==> config.mk <==
export PLATFORM = sky130hd
export DESIGN_NAME = framebuffer_reader
export DESIGN_NICKNAME = d
export VERILOG_FILES = /design/src/rtl/framebuffer_reader.sv
export SDC_FILE = /design/constraint.sdc
export NUM_CORES = 2
export LEC_CHECK = 0
export CAP_MARGIN = 20
export CORE_ASPECT_RATIO = 1.2
export CORE_UTILIZATION = 61
export CTS_BUF_LIST = sky130_fd_sc_hd__clkbuf_16
export CTS_CLUSTER_DIAMETER = 200
export CTS_CLUSTER_SIZE = 25
export DETAILED_ROUTE_END_ITERATION = 8
export PLACE_DENSITY_LB_ADDON = 0.08
export SLEW_MARGIN = 20
export SYNTH_ARGS = -nofsm -noshare
export SYNTH_HDL_FRONTEND = slang
export SYNTH_SLANG_ARGS = --single-unit
export TNS_END_PERCENT = 20
==> constraint.sdc <==
create_clock -name clock -period 4.4 [get_ports clock]
set_clock_uncertainty 0.1 [all_clocks]
set_input_delay 0.88 -clock clock [delete_from_list [all_inputs] [get_ports clock]]
set_output_delay 0.88 -clock clock [all_outputs]
set_load 0.05 [all_outputs]
==> src/rtl/framebuffer_reader.sv <==
// framebuffer_reader
//   Bus-master DMA that fetches a frame buffer in bursts of up to 16 words and
//   streams it out as 16-bit pixels (two per 32-bit word, low halfword first).
//   A 2**fifoDepthLog2-word FIFO decouples bus bursts from the pixel stream.
//
// Ports
//   clock, reset             rising-edge clock, async active-low reset
//   ci*                      custom-instruction config/status interface
//   requestBus/busGrant      bus arbitration
//   *Out                     bus master outputs (begin/end framing, address, be, burst size)
//   addressDataIn, dataValidIn, endTransactionIn, busErrorIn   slave responses
//   pixelData/pixelValid/pixelReady   pixel stream handshake
//   frameStart, lineEnd      frame/line markers qualifying pixelData
//
// Optional feature macro: FRAMEBUFFER_READER_UNDERRUN_EN
//   When defined, an 8-bit saturating underrun counter is readable via CI 7
//   and cleared by any CI 4 (control) write. Otherwise CI 7 returns 0.

module framebuffer_reader #(
   parameter logic [7:0] customInstructionId = 8'd0,
   parameter int         fifoDepthLog2       = 5
) (
   input  logic        clock,
   input  logic        reset,
   input  logic        ciStart,
   input  logic        ciCke,
   input  logic [7:0]  ciN,
   input  logic [31:0] ciValueA,
   input  logic [31:0] ciValueB,
   output logic [31:0] ciResult,
   output logic        ciDone,
   output logic        requestBus,
   input  logic        busGrant,
   output logic        beginTransactionOut,
   output logic        endTransactionOut,
   output logic        readNotWriteOut,
   output logic [31:0] addressDataOut,
   output logic [3:0]  byteEnablesOut,
   output logic [7:0]  burstSizeOut,
   input  logic [31:0] addressDataIn,
   input  logic        dataValidIn,
   input  logic        endTransactionIn,
   input  logic        busErrorIn,
   output logic [15:0] pixelData,
   output logic        pixelValid,
   input  logic        pixelReady,
   output logic        frameStart,
   output logic        lineEnd
);

   localparam int AW    = fifoDepthLog2;
   localparam int DEPTH = 1 << AW;
   localparam logic [AW:0] C_DEPTH = {1'b1, {AW{1'b0}}};
   localparam logic [AW:0] C_BURST = {{(AW-4){1'b0}}, 5'd16};

   typedef enum logic [2:0] {
      IDLE, REQUEST_BUS, INIT_BURST, RECEIVE, ERROR, DONE_BURST
   } state_t;

   // ---------------- CI decode ----------------
   logic       w_myCi, w_ctrlWr, w_startFrame, w_doneRd;
   logic [2:0] w_cmd;
   logic       w_unused;

   assign w_myCi   = ciStart & ciCke & (ciN == customInstructionId);
   assign w_cmd    = ciValueA[2:0];
   assign w_ctrlWr = w_myCi & (w_cmd == 3'd4);
   assign w_doneRd = w_myCi & (w_cmd == 3'd5);
   assign ciDone   = w_myCi;
   assign w_unused = &{1'b0, ciValueA[31:3]};

   // ---------------- configuration ----------------
   logic [31:0] r_base;
   logic [8:0]  r_wpl;
   logic [10:0] r_lpf;

   always_ff @(posedge clock or negedge reset) begin
      if (!reset) begin
         r_base <= 32'd0;
         r_wpl  <= 9'd0;
         r_lpf  <= 11'd0;
      end else if (w_myCi) begin
         case (w_cmd)
            3'd1:    r_base <= {ciValueB[31:2], 2'b00};
            3'd2:    r_wpl  <= ciValueB[8:0];
            3'd3:    r_lpf  <= ciValueB[10:0];
            default: ;
         endcase
      end
   end

   // ---------------- bus-side state ----------------
   state_t      r_state;
   logic        r_frameActive, r_continuous, r_doneFlag;
   logic [7:0]  r_errorCount;
   logic [31:0] r_addr;
   logic [8:0]  r_wordsLeft, r_curWpl;
   logic [10:0] r_lineCnt, r_curLpf;
   logic [4:0]  r_burstN, r_rxCnt;
   logic        r_requestBus, r_begin, r_end, r_rnw;
   logic [31:0] r_addrOut;
   logic [3:0]  r_be;
   logic [7:0]  r_burstSize;

   logic [4:0]  w_n;
   logic [AW:0] r_count, w_free;
   logic        w_push, w_pop;
   logic [31:0] w_pushData;

   // A new frame is only latched when none is running; a running frame
   // picks up new geometry when it wraps in continuous mode.
   assign w_startFrame = w_ctrlWr & ~r_frameActive &
                         ((ciValueB[1:0] == 2'b01) | (ciValueB[1:0] == 2'b10));

   assign w_n    = (r_wordsLeft > 9'd16) ? 5'd16 : r_wordsLeft[4:0];
   assign w_free = C_DEPTH - r_count;

   // Error padding pushes zero words so the pixel-side line geometry stays intact.
   assign w_push = ((r_state == RECEIVE) & dataValidIn & ~busErrorIn & (r_rxCnt != 5'd0)) |
                   ((r_state == ERROR) & (r_rxCnt != 5'd0));
   assign w_pushData = (r_state == ERROR) ? 32'd0 : addressDataIn;

   always_ff @(posedge clock or negedge reset) begin
      if (!reset) begin
         r_state       <= IDLE;
         r_frameActive <= 1'b0;
         r_continuous  <= 1'b0;
         r_doneFlag    <= 1'b1;
         r_errorCount  <= 8'd0;
         r_addr        <= 32'd0;
         r_wordsLeft   <= 9'd0;
         r_curWpl      <= 9'd0;
         r_lineCnt     <= 11'd0;
         r_curLpf      <= 11'd0;
         r_burstN      <= 5'd0;
         r_rxCnt       <= 5'd0;
         r_requestBus  <= 1'b0;
         r_begin       <= 1'b0;
         r_end         <= 1'b0;
         r_rnw         <= 1'b0;
         r_addrOut     <= 32'd0;
         r_be          <= 4'd0;
         r_burstSize   <= 8'd0;
      end else begin
         r_begin     <= 1'b0;
         r_end       <= 1'b0;
         r_rnw       <= 1'b0;
         r_addrOut   <= 32'd0;
         r_be        <= 4'd0;
         r_burstSize <= 8'd0;

         if (w_doneRd) r_doneFlag <= 1'b0;

         if (w_ctrlWr) begin
            case (ciValueB[1:0])
               2'b01:   r_continuous <= 1'b1;
               2'b10,
               2'b00:   r_continuous <= 1'b0;
               default: ;
            endcase
         end

         if (w_startFrame) begin
            r_frameActive <= 1'b1;
            r_doneFlag    <= 1'b0;
            r_addr        <= r_base;
            r_lineCnt     <= r_lpf;
            r_wordsLeft   <= r_wpl;
            r_curWpl      <= r_wpl;
            r_curLpf      <= r_lpf;
         end

         case (r_state)
            IDLE: begin
               // A full burst of space is reserved before asking for the bus.
               if (r_frameActive && (r_curLpf != 11'd0) && (r_curWpl != 9'd0) &&
                   (w_free >= C_BURST)) begin
                  r_requestBus <= 1'b1;
                  r_state      <= REQUEST_BUS;
               end
            end
            REQUEST_BUS: begin
               if (busGrant) begin
                  r_requestBus <= 1'b0;
                  r_state      <= INIT_BURST;
               end
            end
            INIT_BURST: begin
               r_burstN    <= w_n;
               r_rxCnt     <= w_n;
               r_begin     <= 1'b1;
               r_rnw       <= 1'b1;
               r_addrOut   <= r_addr;
               r_be        <= 4'hF;
               r_burstSize <= {3'd0, w_n - 5'd1};
               r_state     <= RECEIVE;
            end
            RECEIVE: begin
               if (busErrorIn) begin
                  r_end <= 1'b1;
                  if (r_errorCount != 8'hFF) r_errorCount <= r_errorCount + 8'd1;
                  r_state <= ERROR;
               end else begin
                  if (w_push) r_rxCnt <= r_rxCnt - 5'd1;
                  if (endTransactionIn) r_state <= DONE_BURST;
               end
            end
            ERROR: begin
               if (r_rxCnt != 5'd0) r_rxCnt <= r_rxCnt - 5'd1;
               else                 r_state <= DONE_BURST;
            end
            DONE_BURST: begin
               r_addr <= r_addr + {25'd0, r_burstN, 2'b00};
               if (r_wordsLeft == {4'd0, r_burstN}) begin
                  r_wordsLeft <= r_curWpl;
                  if (r_lineCnt == 11'd1) begin
                     r_doneFlag <= 1'b1;
                     if (r_continuous) begin
                        r_addr      <= r_base;
                        r_lineCnt   <= r_lpf;
                        r_wordsLeft <= r_wpl;
                        r_curWpl    <= r_wpl;
                        r_curLpf    <= r_lpf;
                     end else begin
                        r_frameActive <= 1'b0;
                     end
                  end else begin
                     r_lineCnt <= r_lineCnt - 11'd1;
                  end
               end else begin
                  r_wordsLeft <= r_wordsLeft - {4'd0, r_burstN};
               end
               r_state <= IDLE;
            end
            default: r_state <= IDLE;
         endcase
      end
   end

   assign requestBus          = r_requestBus;
   assign beginTransactionOut = r_begin;
   assign endTransactionOut   = r_end;
   assign readNotWriteOut     = r_rnw;
   assign addressDataOut      = r_addrOut;
   assign byteEnablesOut      = r_be;
   assign burstSizeOut        = r_burstSize;

   // ---------------- FIFO ----------------
   logic [31:0]   r_mem [DEPTH];
   logic [AW-1:0] r_wrPtr, r_rdPtr;

   always_ff @(posedge clock) begin
      if (w_push) r_mem[r_wrPtr] <= w_pushData;
   end

   always_ff @(posedge clock or negedge reset) begin
      if (!reset) begin
         r_wrPtr <= '0;
         r_rdPtr <= '0;
         r_count <= '0;
      end else begin
         if (w_push) r_wrPtr <= r_wrPtr + 1'b1;
         if (w_pop)  r_rdPtr <= r_rdPtr + 1'b1;
         case ({w_push, w_pop})
            2'b10:   r_count <= r_count + 1'b1;
            2'b01:   r_count <= r_count - 1'b1;
            default: ;
         endcase
      end
   end

   // ---------------- pixel side ----------------
   logic        r_half;
   logic [9:0]  r_pxCnt;
   logic [10:0] r_pxLine;
   logic [31:0] w_word;
   logic        w_accept, w_lineLast;

   assign pixelValid = (r_count != '0);
   assign w_accept   = pixelValid & pixelReady;
   assign w_pop      = w_accept & r_half;   // word leaves after its high halfword
   assign w_word     = r_mem[r_rdPtr];
   assign w_lineLast = (r_pxCnt == ({r_curWpl, 1'b0} - 10'd1));

   assign pixelData  = pixelValid ? (r_half ? w_word[31:16] : w_word[15:0]) : 16'd0;
   assign frameStart = pixelValid & (r_pxCnt == 10'd0) & (r_pxLine == 11'd0);
   assign lineEnd    = pixelValid & w_lineLast;

   always_ff @(posedge clock or negedge reset) begin
      if (!reset) begin
         r_half   <= 1'b0;
         r_pxCnt  <= 10'd0;
         r_pxLine <= 11'd0;
      end else begin
         if (w_accept) r_half <= ~r_half;
         if (w_startFrame) begin
            r_pxCnt  <= 10'd0;
            r_pxLine <= 11'd0;
         end else if (w_accept) begin
            if (w_lineLast) begin
               r_pxCnt  <= 10'd0;
               r_pxLine <= (r_pxLine == r_curLpf - 11'd1) ? 11'd0 : r_pxLine + 11'd1;
            end else begin
               r_pxCnt <= r_pxCnt + 10'd1;
            end
         end
      end
   end

   // ---------------- underrun counter (optional) ----------------
`ifdef FRAMEBUFFER_READER_UNDERRUN_EN
   logic [7:0] r_underrunCount;

   always_ff @(posedge clock or negedge reset) begin
      if (!reset) begin
         r_underrunCount <= 8'd0;
      end else if (w_ctrlWr) begin
         r_underrunCount <= 8'd0;
      end else if (pixelReady && !pixelValid && r_frameActive && (r_underrunCount != 8'hFF)) begin
         r_underrunCount <= r_underrunCount + 8'd1;
      end
   end
`endif

   // ---------------- CI result ----------------
   always_comb begin
      ciResult = 32'd0;
      if (w_myCi) begin
         case (w_cmd)
            3'd0:    ciResult = r_base;
            3'd5:    ciResult = {31'd0, r_doneFlag};
            3'd6:    ciResult = {24'd0, r_errorCount};
`ifdef FRAMEBUFFER_READER_UNDERRUN_EN
            3'd7:    ciResult = {24'd0, r_underrunCount};
`endif
            default: ciResult = 32'd0;
         endcase
      end
   end

endmodule

# Word level (Yosys, flattened, before mapping)
# Memory sizes are Yosys's and may differ from the RTL's.
# Cells that the tools add are included.
# classes
add_sub_neg	15
n_lt_le_gt_ge	2
n_eq_ne	27
n_mux	71
bitwise	20
n_reduce_logical	30
# ops
op	count
2-to-1 mux 32 bit	8
2-to-1 mux 11 bit	14
case mux 32 bit (3 select lines)	1
2-to-1 mux 9 bit	10
adder 32 x 7 -> 32 bit	1
2-to-1 mux 16 bit	2
2-to-1 mux 10 bit	3
2-to-1 mux 5 bit	5
subtractor 11 x 1 -> 11 bit (second input constant)	2
2-to-1 mux 1 bit	17
bitwise AND 1 bit	15
equality test 3 bit (second input constant)	5
2-to-1 mux 3 bit	5
case mux 3 bit (5 select lines)	1
case mux 5 bit (3 select lines)	1
equality test 3 x 2 -> 1 bit (second input constant)	4
!= test 2 bit (second input constant)	6
case mux 6 bit (2 select lines)	1
nonzero test 2 bit	6
adder 11 x 1 -> 11 bit (second input constant)	1
equality test 11 x 1 -> 1 bit (second input constant)	1
equality test 11 bit	1
zero test 11 bit	1
nonzero test 11 bit	1
other kinds (35)	53
# word_totals
ff_bits	231
mem_bits_rw	1024
in_bits	113
out_inout_bits	100
elab_cells	193
n_memories	1
# mem_list
memory	depth	word_bits	rd	rd_ports_with_merged_regs	wr	line	rtl
r_mem	32	32	1	0	1	249	logic [31:0] r_mem [DEPTH];

# Longest topological paths before layout
# depth
word_depth	10
depth_mapped	18
ltp_nobuf	16

# Worst setup path before layout
# No wires, ideal clock.
# synth_timing
path_kind	flip-flop to output port
startpoint	register r_curWpl[0]
endpoint	output lineEnd
arrival_ns	3.483
required_time_ns	3.420
path_slack_ns	-0.063
path_stages_with_launch	8
n_path_buf	1
path_cell_list	dfrtp_1 inv_1 ha_1 clkbuf_1 or4b_4 a2111oi_4 nor2_1 nor4b_1
# synth_between
elab_chain_cells	3
# synth_rtl
item	line	rtl
start, declared	97	logic [8:0] r_wordsLeft, r_curWpl;
start signal, assigned	169	r_curWpl <= r_wpl;
start signal, assigned	222	r_curWpl <= r_wpl;
subtractor 10 x 1 -> 10 bit	283	assign w_lineLast = (r_pxCnt == ({r_curWpl, 1'b0} - 10'd1));
equality test 10 bit	283	
bitwise AND 1 bit	287	assign lineEnd = pixelValid & w_lineLast;
end, declared	48	output logic lineEnd
# Every way passes these cells.

# Worst setup path in the final report
# layout_timing
startpoint	register r_rdPtr[0]
endpoint	output pixelData[11]
# layout_between
elab_chain_cells	3
# layout_rtl
item	line	rtl
start, declared	250	logic [AW-1:0] r_wrPtr, r_rdPtr;
start signal, assigned	263	if (w_pop) r_rdPtr <= r_rdPtr + 1'b1;
memory (32 x 32 bit)	--	
2-to-1 mux 16 bit (2 in series)	285	assign pixelData = pixelValid ? (r_half ? w_word[31:16] : w_word[15:0]) : 16'd0;
end, declared	44	output logic [15:0] pixelData,
# Every way passes these cells.

==> results.cfg <==
[setup_path]
arrival_ps = 3440
reg2regPathDepth = 11
r2r_end = r_count[5]
reg2reg_from = r_count[1]
crit_start = r_rdPtr[0]
startpoint_type = register
crit_type = reg -> out
required_ps = 3420
worst-r2r-setup-slack_ps = 680
path_max_fanout = 20
cp-endpoint = pixelData[11]
worstSetupEndpointType = output pin

[power]
p_total_uw = 27600
pwr-share-seq = 0.478
pwr-share-comb = 0.312
p_clk_frac = 0.210
p_int_uw = 19500
worst_ir_drop_vdd_uv = 968
p_switching_uw = 8140
p_per_area_nw_per_um2 = 482
p_leak_uw = 0.0193
swShare = 0.295

[cells_and_area]
area_growth_pct = 12.2
diodes = 0
fin_util = 0.694
drive_gt1_frac = 0.239
nets = 3108

[grt]
grt_pass1_vias = 27200
grt_pass1_wl_um = 179000
grt.total_usage = 0.292
globalRouteOverflowTotal = 0
grt_max_degree = 81
antenna_found_initial = 0

[detailed_routing]
first_iter_violations = 3309
drt_first_pass_iters = 5
via_per_inst = 6.57
wl_per_cell_um = 29.7
ant_nets = 0
num_vias = 26900
finalWirelength_um = 121000
drc = 0

[timing]
post-route-period-util = 1.00
setup_viol = 1
rsz0062_at_grt = true
setup_tns_ps = -15.6
fmax_mhz = 226
hold_violations = 0
slew_headroom = 0.287
period_needed_ps = 4420
worst_pin_slew_ps = 1070
setup_slack_ps = -15.6
drv_slew = 0

[floorplan]
rows = 115
coreArea_um2 = 82400
start_util = 0.619
die_width_um = 266
die_area_um2 = 84800
die_h_um = 319
ioPinCount = 213

[synth]
synth_xor_area_frac = 0.0126
synth_top_family_by_area = multiplexers
synth-edff-count = 1024
synthTopCellsByCount = 1024 x edfxtp_1, 320 x mux4_2, 219 x dfrtp_1, 135 x nor2_1, 104 x nand2_1
yosys.cell_types.count = 86
synth_top_area_frac = 0.603
ys_async_sr_fraction = 0.177
syn_area_per_cell_um2 = 18.6
yosys_most_used_dff = edfxtp_1
yosys-top-cells-area = edfxtp_1 60%, mux4_2 14%, dfrtp_1 11%, mux2_2 1.3%, and2_1 1.2%
synth_compound_area_frac = 0.0329
yosys.area_share.simple = 0.0551
synthMuxAreaShare = 0.164
yosysWarnings = 0
yosysSeqAreaShare = 0.711
synthAdderAreaFrac = 0.00888
ys_ff_latch = 1244
synth_most_common_cell = edfxtp_1
synth_top_area_cell = edfxtp_1
synthesis.area_um2 = 51000
syn_inst = 2741

[cts]
clkTransAtPathRegs_ps = 100
cts_inserted_buffers = 55
cts_tree = yes
cts_hold_buf = 0
htreeDepth = 2
clock-root-buffer = clkbuf_16
clkLatencyLatePin_ps = 680
clk_path_buf_depth = 3
cts.sinks = 1244

[run]
maxCapViolCount = 0

[run_status]
status = finished, violations left
violations = negative setup slack

[placed_design]
port_buffers = 178
place_congestion = 0.879
hpwl_um = 73600

[hold_path]
hold_path_class = in -> async
-- metal layers --
layer | wire (µm) | GRT usage | vias up | share of wire
li1 | - | - | 11300 | -
met1 | 46900 | 0.399 | 14300 | 0.39
met2 | 62800 | 0.500 | 1131 | 0.52
met3 | 8250 | 0.0380 | 194 | 0.068
met4 | 3520 | 0.0817 | 0 | 0.029
met5 | 0 | 0 | - | 0
-- cell type report --
class                   count  area (µm²)
inverters                  33         124
flip-flops and latches   1244       36300
multi-input cells        1312       14300
well taps                1111        1390
repair buffers            314        3560
fillers                  5215       25200
clock inverters            23         108
clock buffers              57        1430
-- sequential cells by signal, indices dropped and copies added (netlist names), 6 cells and up --
register,count
r_lpf,11
r_wpl,9
r_addr,30
r_lineCnt,11
r_pxCnt,10
r_pxLine,11
r_wordsLeft,9
addressDataOut,30
r_errorCount,8
r_curLpf,11
r_mem,1024
r_base,30
r_curWpl,9
r_count,6
-- cells in the final DEF (no fill, tap or decap), drive strengths merged, types with 43 or more instances in the layout --
cell type	Yosys	layout
edfxtp	1024	1024
mux4	320	320
dfrtp	219	219
buf	56	185
nor2	136	136
clkdlybuf4s50	0	129
nand2	104	104
and2	96	96
mux2	73	73
o21ai	61	61
clkbuf	100	57
inv	33	55
a21oi	53	53
xnor2	43	43
-- metrics by stage --
stage | setup slack, ps | cell area, µm² | std cells | hold slack [ps]
after detailed placement | 289 | 55500 | 4010 | 380
after global routing | -99.3 | 57200 | 4094 | 114
after floorplan | 588 | 51000 | 2745 | 344
final | -15.6 | 57200 | 4094 | 86.4
after CTS | -45.3 | 57200 | 4094 | 91.9
after global placement | 281 | 55500 | 4010 | 369
-- worst max-delay path, cell delays in order, from the launching register on --
cell     delay [ps]
dfrtp_4         480
buf_12          160
buf_12          170
buf_12          220
mux4_2          520
mux4_2          500
mux2i_1         220
buf_4           180
o22ai_1          70
buf_4           210
-- repair_timing --
action	CTS	global route
endpoints found under the setup margin	14	14
resized for setup	11	8
setup buffers	4	0
cloned	0	0
-- cells by family after synthesis --
| logic type | Yosys count |
|---|---|
| buffers and inverters | 189 |
| AO/OA/AOI/OAI | 251 |
| other | 1 |
| flip-flops | 1244 |
| multiplexers | 428 |
| AND/OR/NAND/NOR | 521 |
| adder cells (fa/ha/maj) | 35 |
| XOR/XNOR | 72 |
-- how the worst min path moves through the flow --
stage | from | endpoint | slack, ps | depth (start not counted)
2_1_floorplan | r_rxCnt[0] | r_rxCnt[0] | 340 | 1
3_3_place_gp | r_doneFlag | r_doneFlag | 370 | 2
3_5_place_dp | r_doneFlag | r_doneFlag | 380 | 2
4_1_cts | reset | r_lineCnt[6] | 90 | 1
5_1_grt | reset | r_curLpf[0] | 110 | 1
6_report | reset | r_curLpf[4] | 90 | 1
-- power groups by stage --
stage               clock [µW]  combinational, µW  sequential, µW
finish                    5800               8620           13200
global route              6240               9080           13200
CTS                       5900               8630           13200
detailed placement           0               8390           13500
global placement             0               8290           13500
floorplan                    0               5900           13200
Power figures use the tool's default switching activity.
